--- config.mk ---
export PLATFORM = sky130hd
export DESIGN_NAME = jt51_phram
export DESIGN_NICKNAME = d
export VERILOG_FILES = /design/src/rtl/jt51_phram.sv
export SDC_FILE = /design/constraint.sdc
export NUM_CORES = 1
export LEC_CHECK = 0
export BUFFER_PORTS_ARGS = -buffer_cell sky130_fd_sc_hd__buf_4
export CAP_MARGIN = 15
export CELL_PAD_IN_SITES_DETAIL_PLACEMENT = 1
export CELL_PAD_IN_SITES_GLOBAL_PLACEMENT = 1
export CORE_MARGIN = 2
export CORE_UTILIZATION = 30
export CTS_BUF_LIST = sky130_fd_sc_hd__clkbuf_4 sky130_fd_sc_hd__clkbuf_8
export CTS_CLUSTER_DIAMETER = 80
export DETAILED_ROUTE_END_ITERATION = 10
export HOLD_SLACK_MARGIN = 0.06
export PLACE_DENSITY = 0.47
export REMOVE_ABC_BUFFERS = 1
export SLEW_MARGIN = 20
export SYNTH_ARGS = -nofsm -noshare
export SYNTH_HDL_FRONTEND = slang
export SYNTH_SLANG_ARGS = --single-unit
--- constraint.sdc ---
create_clock -name clk -period 6.1 [get_ports clk]
set_input_delay 1.22 -clock clk [delete_from_list [all_inputs] [get_ports clk]]
set_output_delay 1.22 -clock clk [all_outputs]
set_load 0.05 [all_outputs]
--- src/rtl/jt51_phram.sv ---
// jt51_phram: run-time loadable 32x46 phase table. A byte-serial loader fills the table; reads keep the fixed-table timing.
// Optional build macro JT51_PHRAM_CKSUM_EN adds a trailing checksum byte and the ld_err flag.
module jt51_phram #(
    parameter int AW = 5,
    parameter int DW = 46
) (
    input  logic          clk,
    input  logic          rst,
    input  logic          cen,
    input  logic [AW-1:0] addr,
    output logic [DW-1:0] ph,
    input  logic          ld_start,
    input  logic          ld_valid,
    input  logic [7:0]    ld_data,
    output logic          ld_ready,
    output logic          ld_busy,
    output logic          tbl_valid,
    output logic          ld_err
);
    localparam int NB = (DW + 7) / 8;
    localparam int BW = (NB > 1) ? $clog2(NB) : 1;
    localparam logic [BW-1:0] BLAST = BW'(NB - 1);

`ifdef JT51_PHRAM_CKSUM_EN
    typedef enum logic [1:0] {IDLE, LOAD, CKSUM} state_t;
`else
    typedef enum logic {IDLE, LOAD} state_t;
`endif

    state_t        state, state_nx;
    logic [DW-1:0] ram [2**AW];
    logic [DW-1:0] asm_q, asm_nx;
    logic [BW-1:0] bcnt;
    logic [AW-1:0] ptr;
    logic          wr_pend;
    logic          acc, last_byte, last_entry;

    assign acc       = ld_valid && ld_ready && !ld_start;
    assign last_byte = bcnt == BLAST;
    // A pending write has not advanced ptr yet, so look one entry ahead
    assign last_entry = (wr_pend ? ptr + AW'(1) : ptr) == '1;

    always_ff @(posedge clk) begin
        if (rst) state <= IDLE;
        else     state <= state_nx;
    end

    always_comb begin
        state_nx = state;
        if (ld_start) begin
            state_nx = LOAD;
        end else begin
            case (state)
                LOAD: if (acc && last_byte && last_entry)
`ifdef JT51_PHRAM_CKSUM_EN
                          state_nx = CKSUM;
                CKSUM: if (acc) state_nx = IDLE;
`else
                          state_nx = IDLE;
`endif
                default: state_nx = state;
            endcase
        end
    end

    always_comb begin
        ld_ready = 1'b0;
        ld_busy  = 1'b0;
        if (state != IDLE) begin
            ld_ready = 1'b1;
            ld_busy  = 1'b1;
        end
    end

    // Little-endian byte lane insert; bits of the top byte beyond DW-1 never exist
    always_comb begin
        asm_nx = asm_q;
        for (int unsigned b = 0; b < DW; b++)
            if (b / 8 == 32'(bcnt)) asm_nx[b] = ld_data[3'(b % 8)];
    end

`ifdef JT51_PHRAM_CKSUM_EN
    logic [7:0] sum, ck_total;
    assign ck_total = sum + ld_data;
`endif

    always_ff @(posedge clk) begin
        if (rst) begin
            bcnt      <= '0;
            ptr       <= '0;
            wr_pend   <= 1'b0;
            tbl_valid <= 1'b0;
`ifdef JT51_PHRAM_CKSUM_EN
            sum       <= '0;
            ld_err    <= 1'b0;
`endif
        end else if (ld_start) begin
            bcnt      <= '0;
            ptr       <= '0;
            wr_pend   <= 1'b0;
            tbl_valid <= 1'b0;
`ifdef JT51_PHRAM_CKSUM_EN
            sum       <= '0;
            ld_err    <= 1'b0;
`endif
        end else begin
            if (wr_pend) begin
                ptr     <= ptr + 1'b1;
                wr_pend <= 1'b0;
`ifndef JT51_PHRAM_CKSUM_EN
                if (ptr == '1) tbl_valid <= 1'b1;
`endif
            end
            if (acc && state == LOAD) begin
                asm_q <= asm_nx;
`ifdef JT51_PHRAM_CKSUM_EN
                sum   <= ck_total;
`endif
                if (last_byte) begin
                    bcnt    <= '0;
                    wr_pend <= 1'b1;
                end else begin
                    bcnt <= bcnt + 1'b1;
                end
            end
`ifdef JT51_PHRAM_CKSUM_EN
            if (acc && state == CKSUM) begin
                if (ck_total == 8'h00) tbl_valid <= 1'b1;
                else                   ld_err    <= 1'b1;
            end
`endif
        end
    end

`ifndef JT51_PHRAM_CKSUM_EN
    assign ld_err = 1'b0;
`endif

    // Entry is written the cycle after its last byte; a same-address read sees the old word
    always_ff @(posedge clk) begin
        if (wr_pend && !ld_start && !rst) ram[ptr] <= asm_q;
    end

    always_ff @(posedge clk) begin
        if (rst)      ph <= '0;
        else if (cen) ph <= ram[addr];
    end

endmodule

# After elaboration in Yosys (flattened, before gate mapping)
# Memories as Yosys holds them, arrays and structs flattened. A register that Yosys moved wholly into a read port is not among the register bits.
# Index checks and enable logic that the tools add are counted.
# W data, S select, Z words.
# word_totals
regBits	57
latchBits	0
mem_bits_rw	1472
romBits	0
in_bits	18
word_cells	53
n_memories	1
# memory_table
name	words	word_bits	rd	rd_clocked_by_memory_dff	wr	line_no	source
ram	32	46	1	1	1	31	logic [DW-1:0] ram [2**AW];
# op_classes
add_sub_neg	2
n_mul	0
n_div	0
order_cmp	0
eq_ne	8
shifts	0
n_mux	9
n_bitwise	3
reduce_logical	19
# op_table
op	n
$reduce_and A4 Y1	6
$eq A5 B5 Y1 const B	2
$logic_and A1 B1 Y1	7
$mux W1	7
$eq A2 B3 Y1 const A	2
$eq A3 B3 Y1 const A	2
$add A5 B1 Y5 const B	1
$mux W5	1
$add A3 B1 Y3 const B	1
$eq A1 B3 Y1 const A	1
$eq A3 B3 Y1 const B	1
$logic_not A3 Y1	1
$mux W3	1
$not A1 Y1	3
$reduce_or A3 Y1	1
$logic_not A1 Y1	2
$reduce_and A2 Y1	1
$reduce_or A2 Y1	1

# Longest topological paths before layout
# logic_depth
ltp_word	8
mapped_depth	9
depth_no_buf	8

# Worst setup path after synthesis
# Ideal clock, no wire load.
# synth_timing
path_kind	input-to-reg
from	input ld_start
to	memory ram[30][0], enable pin
setup_ps	450
arrival_time_ps	3630
required_ps	5650
setup_slack_ps	2020
stages	3
n_path_buf	0
cell_sequence	nor2_1 > nand3_1 > nor2_1
# synth_via
elab_chain_len	5
# synth_rtl
item	line_no	source
from (decl)	12	input logic ld_start,
$logic_not A1 Y1	141	if (wr_pend && !ld_start && !rst) ram[ptr] <= asm_q;
$logic_and A1 B1 Y1 (2 in a row)	141	
$mux W1	141	
$mux W1 (implied by the code)	141	
to (decl)	31	
# No other way between the ends.

# Final worst setup path
# layout_timing
from	input rst
to	memory ram[31][12], enable pin
# layout_via
elab_chain_len	4
# layout_rtl
item	line_no	source
from (decl)	8	input logic rst,
$logic_not A1 Y1	141	
$logic_and A1 B1 Y1	141	
$mux W1	141	
$mux W1 (implied by the code)	141	
# No other way between the ends.

==> qor.yml <==
status:
  run_status: "completed"
route:
  wl_um: 190000
  route.met3.wl_um: 9130
  met1_length_um: 86900
  top_layer: "met5"
  drc: 0
  met2_length_um: 90300
  avgRoutedWirePerCell_um: 29.3
  via_count: 32500
  via_per_inst: 5.02
  antenna_left: 0
  drt-pass1-iter-count: 5
  drt_iter0_markers: 2518
final_layout:
  num-nets-final: 3643
  final_layout_size_suffix_gt1_frac: 0.185
  area_delta_synth_final_pct: 16.8
  fin_util: 0.353
  fill_cells: 20000
worst_hold_path:
  hold_end: "ph[2]"
  min_from: "ph[2]"
  hold_path_class: "reg2reg"
  worstHoldPathCells: 2
cts:
  numCtsBuffers: 294
  cts_setup_buffers: 0
  clkTransAtPathRegs_ns: 0.06
  clock_tree.buffer_depth: 4
  cts_max_level: 5
  cts_hold_buf: 0
  clk-insertion-delay-late_ns: 1.01
  cts_sinks: 1575
  cts_tree: "yes"
  cts_root_buffer: "clkbuf_8"
  ctsResizeCount: 0
yosys:
  synth_top_area_share: 0.754
  synth_flop_cell: "edfxtp_1"
  synthTopCellsByCount: "edfxtp_1, mux2i_1, a22oi_1, a21oi_1, nor2_1"
  ys_ff_latch: 1575
  ys_seq_area_frac: 0.773
  yosysTopAreaCell: "edfxtp_1"
  syn_inst: 3319
  synth_most_common_cell: "edfxtp_1"
  async_flop_share: 0
  netlist_area_mm2: 0.0604
  synth_warnings: 0
  synthTopCellsByArea: "edfxtp_1, mux2i_1, a22oi_1"
  synth_edf_count: 1518
  synth_area_per_cell_um2: 18.2
  yosysUniqueCellTypes: 35
placement:
  place_congestion: 0.729
  io_buffers: 66
  hpwl_um: 99700
critical_path:
  critPathLaunchType: "input pin"
  cp_max_fo: 27
  ff2ff_path_depth: 4
  criticalPathCategory: "in2reg"
  r2r_setup_slack_ns: 2.78
  reg2reg_to: "ram[31][12]"
  critPathArrivalTime_ns: 3.97
  crit_required_ns: 6.71
  cp-end-kind: "flop"
  timing.rr.start: "ptr[0]"
die:
  initial_core_util: 0.302
  rows: 164
  io_pins: 68
  die_h_um: 453
  die_w_um: 453
  fp.dieArea_mm2: 0.205
  core_mm2: 0.200
timing:
  setup_viol: 0
  period_share: 0.550
  tightestPinTransition_ns: 1.03
  fin_skew_ns: 0.0591
  fmax_mhz: 298
  hold_viol_final: 0
  rsz0062_at_grt: "no"
  drv_slew: 0
  period_minus_slack_ns: 3.36
  timing.slew.headroom: 0.313
global_routing:
  grt.overflow.total: 0
  grt_pass1_wl_um: 265000
  grt_start_max_net_pins: 71
  grt_use_total: 0.183
  grt_pass1_vias: 34200
  antenna_found_initial: 10
power:
  ir_drop_mv: 0.207
  pwr_density_cell_mw_per_mm2: 321
  leakage_uw: 0.0241
  power.total_uw: 22600
run:
  cap_viol_max_count: 0
kinds of logic (layout without fill, tap and decap cells):
| kind of cell | Yosys count | in the layout | share of synthesized area |
|---|---|---|---|
| buffers and inverters | 208 | 708 | 0.0195 |
| XOR/XNOR | 5 | 5 | 0.000725 |
| AND/OR/NAND/NOR | 183 | 183 | 0.0157 |
| adder cells (fa/ha/maj) | 6 | 6 | 0.00124 |
| other | 1 | 3 | 0.0000621 |
| flip-flops | 1575 | 1575 | 0.773 |
| AO/OA/AOI/OAI | 603 | 603 | 0.0672 |
| multiplexers | 738 | 738 | 0.122 |
power by group:
| group | internal (µW) | switching, µW |
|---|---|---|
| Combinational | 331 | 651 |
| Sequential | 11700 | 29.4 |
| Clock | 5570 | 4350 |
how the worst max path moves through the flow:
| stage | from | endpoint | slack, ns | cells past startpoint |
|---|---|---|---|---|
| global placement | rst | ram[31][8] | 1.82 | 5 |
| global route | ptr[0] | ram[31][12] | 2.63 | 4 |
| finish | rst | ram[31][12] | 2.74 | 5 |
| detailed placement | rst | ram[31][12] | 1.70 | 5 |
| CTS | ptr[0] | ram[31][12] | 2.69 | 4 |
| floorplan | addr[1] | ph[19] | -2.14 | 5 |
state kept, by name, summed over array words and instances (netlist names):
register,cells
tbl_valid,1
ph,46
ram,1472
state,1
asm_q,46
ptr,5
bcnt,3
wr_pend,1
placed cells by master (no fill, tap or decap), types with 57 or more instances in the layout:
| cell | count |
|---|---|
| buf_4 | 156 |
| clkbuf_8 | 314 |
| a21oi_1 | 187 |
| a22oi_1 | 368 |
| nor2_1 | 62 |
| clkbuf_4 | 123 |
| edfxtp_1 | 1518 |
| mux2i_1 | 738 |
| dfxtp_1 | 57 |
cell type report:
type / count / area, µm² / area share
clock inverters: 59 / 327 / 0.00463
clock buffers: 437 / 5250 / 0.0743
multi-input cells: 1536 / 12800 / 0.182
repair buffers: 209 / 2130 / 0.0301
well taps: 2656 / 3320 / 0.0471
diodes: 2 / 5.00 / 0.0000709
inverters: 3 / 11.3 / 0.000160
flip-flops and latches: 1575 / 46700 / 0.662
metrics by stage:
stage	instance area, µm²	hold slack, ns	setup slack, ns	TNS [ns]	std cells
finish	70600	0.488	2.74	0	6477
global route	70600	0.484	2.63	0	6476
CTS	70400	0.437	2.69	0	6460
detailed placement	64800	0.481	1.70	0	5964
global placement	64700	0.476	1.82	0	5957
floorplan	59300	0.524	-2.14	-98.20	3114
metal layers:
metal  GRT usage  vias up
li1            -    14100
met3      0.0340      255
met1       0.253    17400
met2       0.295      832
met5           0        -
met4      0.0474        2
worst max-delay path, stage by stage:
cell and delay [ns]:
buf_4 0.25, nor2_1 0.28, nand3_1 0.66, nor2_4 1.00, buf_4 0.46
No activity file was read; power rests on OpenSTA's default activity.
